==> src/rtl/w_arb_pkg.sv <==
// Shared types and width helpers for the FIFO write-port arbiter.
package w_arb_pkg;

  typedef enum logic {
    IDLE  = 1'b0,
    GRANT = 1'b1
  } arb_state_t;

  // ceil(log2(n)), never below 1 so single-value fields still get a bit
  function automatic int unsigned clog2_min1(input int unsigned n);
    int unsigned w;
    w = 0;
    while ((32'd1 << w) < n) w++;
    return (w == 0) ? 1 : w;
  endfunction

endpackage

==> src/rtl/rr_priority_picker.sv <==
// Combinational round-robin search: first set req bit above ptr, wrapping.
module rr_priority_picker
  import w_arb_pkg::*;
#(
  parameter int unsigned N  = 4,
  parameter int unsigned IW = clog2_min1(N)
) (
  input  logic [N-1:0]  req,
  input  logic [IW-1:0] ptr,
  output logic [IW-1:0] idx,
  output logic          any
);

  always_comb begin
    int unsigned cand;
    idx  = '0;
    any  = 1'b0;
    cand = 0;
    for (int unsigned off = 1; off <= N; off++) begin
      cand = (32'(ptr) + off) % N;
      if (!any && req[cand]) begin
        idx = IW'(cand);
        any = 1'b1;
      end
    end
  end

endmodule

==> src/rtl/w_port_arbiter.sv <==
// Round-robin burst arbiter sharing the async FIFO write port among NUM_REQ requesters.
module w_port_arbiter
  import w_arb_pkg::*;
#(
  parameter int unsigned NUM_REQ   = 4,
  parameter int unsigned DATA_SIZE = 8,
  parameter int unsigned MAX_BURST = 8,
  localparam int unsigned GW = clog2_min1(NUM_REQ),
  localparam int unsigned CW = clog2_min1(MAX_BURST + 1)
) (
  input  logic                         w_clk,
  input  logic                         wrst_n,
  input  logic [NUM_REQ-1:0]           req_valid,
  input  logic [NUM_REQ-1:0]           req_last,
  input  logic [NUM_REQ*DATA_SIZE-1:0] req_data,
  output logic [NUM_REQ-1:0]           req_ready,
  input  logic                         w_full,
  output logic                         w_en,
  output logic [DATA_SIZE-1:0]         w_data,
  output logic [GW-1:0]                grant_id,
  output logic                         busy
);

  arb_state_t    state_q, state_d;
  logic [GW-1:0] gid_d;
  logic [GW-1:0] ptr_q, ptr_d;
  logic [CW-1:0] beat_q, beat_d;
  logic [GW-1:0] pick_idx;
  logic          pick_any;
  logic          burst_end;

  rr_priority_picker #(
    .N  (NUM_REQ),
    .IW (GW)
  ) u_picker (
    .req (req_valid),
    .ptr (ptr_q),
    .idx (pick_idx),
    .any (pick_any)
  );

  always_ff @(posedge w_clk) begin
    if (!wrst_n) begin
      state_q  <= IDLE;
      grant_id <= '0;
      ptr_q    <= GW'(NUM_REQ - 1);
      beat_q   <= '0;
    end else begin
      state_q  <= state_d;
      grant_id <= gid_d;
      ptr_q    <= ptr_d;
      beat_q   <= beat_d;
    end
  end

  always_comb begin
    busy      = (state_q == GRANT);
    req_ready = '0;
    w_en      = 1'b0;
    w_data    = '0;
    for (int unsigned i = 0; i < NUM_REQ; i++) begin
      if (grant_id == GW'(i)) w_data = req_data[i*DATA_SIZE +: DATA_SIZE];
    end
    if (busy && !w_full) begin
      req_ready[grant_id] = 1'b1;
      w_en                = req_valid[grant_id];
    end
    // last flag and beat cap may coincide; either closes the burst exactly once
    burst_end = w_en && (req_last[grant_id] || ((beat_q + CW'(1)) == CW'(MAX_BURST)));
  end

  always_comb begin
    state_d = state_q;
    gid_d   = grant_id;
    ptr_d   = ptr_q;
    beat_d  = beat_q;
    case (state_q)
      IDLE: begin
        if (pick_any) begin
          state_d = GRANT;
          gid_d   = pick_idx;
          beat_d  = '0;
        end
      end
      GRANT: begin
        if (burst_end) begin
          state_d = IDLE;
          ptr_d   = grant_id;
          beat_d  = '0;
        end else if (w_en) begin
          beat_d = beat_q + CW'(1);
        end
      end
      default: state_d = IDLE;
    endcase
  end

endmodule
==> config.mk <==
export PLATFORM = sky130hd
export DESIGN_NAME = w_port_arbiter
export DESIGN_NICKNAME = d
export VERILOG_FILES = /design/src/rtl/w_arb_pkg.sv /design/src/rtl/rr_priority_picker.sv /design/src/rtl/w_port_arbiter.sv
export SDC_FILE = /design/constraint.sdc
export NUM_CORES = 1
export LEC_CHECK = 0
export CORE_MARGIN = 1
export CORE_UTILIZATION = 37
export DETAILED_ROUTE_END_ITERATION = 7
export GPL_ROUTABILITY_DRIVEN = 0
export HOLD_SLACK_MARGIN = 0.05
export PLACE_DENSITY = 0.95
export SLEW_MARGIN = 20
export SYNTH_ARGS = -nofsm -noshare
export SYNTH_HDL_FRONTEND = slang
export SYNTH_SLANG_ARGS = --single-unit
==> constraint.sdc <==
create_clock -name w_clk -period 4.6 [get_ports w_clk]
set_input_delay 0.92 -clock w_clk [delete_from_list [all_inputs] [get_ports w_clk]]
set_output_delay 0.92 -clock w_clk [all_outputs]
set_load 0.01 [all_outputs]
==> results summary <==
TritonCTS built the clock tree. The reg-to-reg setup timing slack came out at 2400 ps. The distinct cell type count of the synthesized netlist came out at 40. The minimum clock period after layout is 3570 ps.

The maximum fanout along the worst path came out at 6. The via count of the first global-routing pass was 920. Max-cap violations in this run came to 0. From synthesis to final layout, the design area changed by 72.9%. The final count of pins violating max slew is 0. STA classifies the critical path startpoint as an input port. The tree is rooted in a clkbuf_4. The wire length per cell after detailed routing is 17.7 um. The ratio of final minimum period to clock period is 77.6%. The antenna diode instance count is 0. The first global-routing pass estimated 4710 um of wire. The synthesized flop and latch total came out at 9. The arrival time at the worst endpoint is 2650 ps. The static power due to leakage is 0.000531 uW. The post-synthesis instance total came out at 85.

The quantity of hold-fixing buffers added after cts is 0. In the layout the commonest cells are clkdlybuf4s50_1 (58), dfxtp_1 (9), inv_1 (8), mux4_2 (7), nor2_1 (5). The total die area came out at 2490 um2. For the worst setup path, the data required time is 3680 ps.

The xor/xnor share of the synthesized area came out at 1.03%. The total congestion overflow is 0. The endpoint class of the critical path is an output pin. The endpoint identified for the worst register-to-register timing path is ptr_q[1].

The run finished with clean final reports. The post-synthesis area per instance came out at 9.98 um2. The final design instance area without fill came out at 1470 um2.

The simple logic cell fraction of the synthesized area is 18.7%. The portion of the post-synthesis area used by sequential elements came out at 21.2%. The largest family of logic cells by synthesized area is multiplexers. In this run the number of H-tree levels came out at 1. The predominant post-synthesis flop cell is dfxtp_1. The core region is 2060 um2. The buffer depth of the longest clock path came out at 2. The post-route clock skew is 3.45 ps. The measured slew at the worst slew-check pin is 693 ps. The timing startpoint of the critical path is req_valid[3].

The number of gates resized after CTS came out at 0. The effective utilization at floorplan came out at 41.1%. The total setup violations reported at the end of the flow is 0.

In this run the critical register-to-register path is launched from grant_id[0]. Of the cells placed in the final design, the portion with a size suffix greater than 1 is 12.6%. The final worst slack came out at 1030 ps. The clock transition at the register clock pins on the worst setup and hold paths after CTS came out at 60 ps. The number of top-level pins came out at 59. The iteration-0 DRC count of the detailed router is 32. Clock latency on the worst-skew pair, taken at its later pin, is 260 ps. In the synthesized netlist, mux cells make up 28.5% of the area. In the routed design, unresolved DRC markers number 0. For the final routed database, the setup TNS stands at 0 ps. The die height came out at 49.9 um. The standard-cell row count came out at 16. Timing would allow up to 280 MHz. The net count after synthesis came out at 130. The overall routed net length came out at 3010 um. The number of iterations in the first detailed-routing pass is 4. The number of filler cells placed in the layout came out at 143.

The worst setup path is of the input port to output pin kind. In this run the remaining antenna-violating nets after routing total 0. The number of port buffers is 58.

The tightest slew margin relative to the limit came out at 53.7%. Using the TritonRoute via totals, the vias-per-cell ratio works out to 5.74. Before CTS, the worst setup slack after placement is 1060 ps. The complex-gate fraction of the synthesized area is 20.9%. The final layout contains 189 nets. The clock drives 9 sinks.

The power density normalized to cell area came out at 185 nW/um2. The number of antenna violations at the first check in global routing was 0. Summed over all nets, the half-perimeter wirelength after detailed placement is 2410 um. The mapped netlist covers 848 um2. In this run the horizontal extent of the chip is 49.9 um. The critical path endpoint is w_en. The worst hold-check slack is 506 ps. The count of flip-flops with a built-in enable after synthesis came out at 0. The library cell used most frequently in the layout, excluding fill and tap cells, is clkdlybuf4s50_1. The maximum vdd ir drop came out at 0.128 mV. Setup repair after global routing left no endpoint under its margin. The count of warnings emitted by yosys came out at 0. The proportion of register bits with asynchronous set or reset after synthesis came out at 0%. The worst hold path belongs to the class register to register. The synthesized-area fraction occupied by adder cells is 2.95%. The total setup buffers inserted after CTS is 0. The maximum number of pins on one net before global-route repair came out at 17. The global routing usage summed across all routing layers came out at 26.2%.

After detailed placement, the total cell area comes to 1440 um2. Across all layers, the routed design uses 976 vias. Clock tree synthesis inserted a total of 3 buffers. The logic depth of the worst register-to-register path came out at 4.

The count of endpoints failing hold in the final timing report came to 0.
metrics by stage:
| stage | instances | total power [uW] | util, % |
|---|---|---|---|
| global placement | 166 | 206 | 69.8 |
| floorplan | 85 | 140 | - |
| detailed placement | 166 | 210 | 69.8 |
| CTS | 170 | 271 | 71.1 |
| finish | 170 | 271 | 71.1 |
| global route | 170 | 282 | 71.1 |
worst min path at each step:
stage	start	end	cells past startpoint
5_1_grt	beat_q[3]	beat_q[3]	2
3_3_place_gp	beat_q[3]	beat_q[3]	2
4_1_cts	beat_q[3]	beat_q[3]	2
2_1_floorplan	beat_q[3]	beat_q[3]	2
3_5_place_dp	beat_q[3]	beat_q[3]	2
6_report	beat_q[3]	beat_q[3]	2
layer usage:
metal	vias to the layer above	global-route usage (%)	routed length (um)
li1	455	-	-
met3	4	6.17	237
met1	461	32.0	1260
met4	0	10.0	50
met2	56	43.9	1460
met5	-	0	0
kinds of logic after synthesis:
logic type                 count (synthesis)
AOI/OAI and AO/OA                         23
xor gates and xnor gates                   1
adders and majority gates                  2
buffers and inverters                     13
DFF                                        9
muxes                                     12
and+or+nand+nor                           25
synth_stat cells, types with 3 or more instances:
master	instances	share of area, %
nor2_1	5	2.2
nand2b_1	4	2.9
a21oi_1	4	2.4
mux4_2	7	19
nand2_1	3	1.3
nand3_1	3	1.8
clkbuf_1	3	1.3
dfxtp_1	9	21
inv_1	8	3.5
area by class of cell:
cell class,count,area [um2],area share [%]
multi-input cells,63,612,41.7
repair buffers,58,581,39.6
flip-flops and latches,9,180,12.3
inverters,9,33.8,2.30
well taps,27,33.8,2.30
clock buffers,4,26.3,1.79
where the power goes:
part / switching [uW] / leakage, uW / internal [uW]
Sequential: 10.9 / 0.0000734 / 81.2
Clock: 28.0 / 0.0000150 / 33.5
Combinational: 39.2 / 0.000443 / 77.8
Total: 78.2 / 0.000531 / 192
state kept, by name, summed over array words and instances (netlist names):
name	cells
beat_q	4
grant_id	2
ptr_q	2
busy	1
worst max-delay path, cell delays in order:
cell,delay [ps]
clkdlybuf4s50_1,490
mux2i_1,310
a2bb2oi_2,290
inv_1,130
clkdlybuf4s50_1,500
Power figures use the tool's default switching activity.
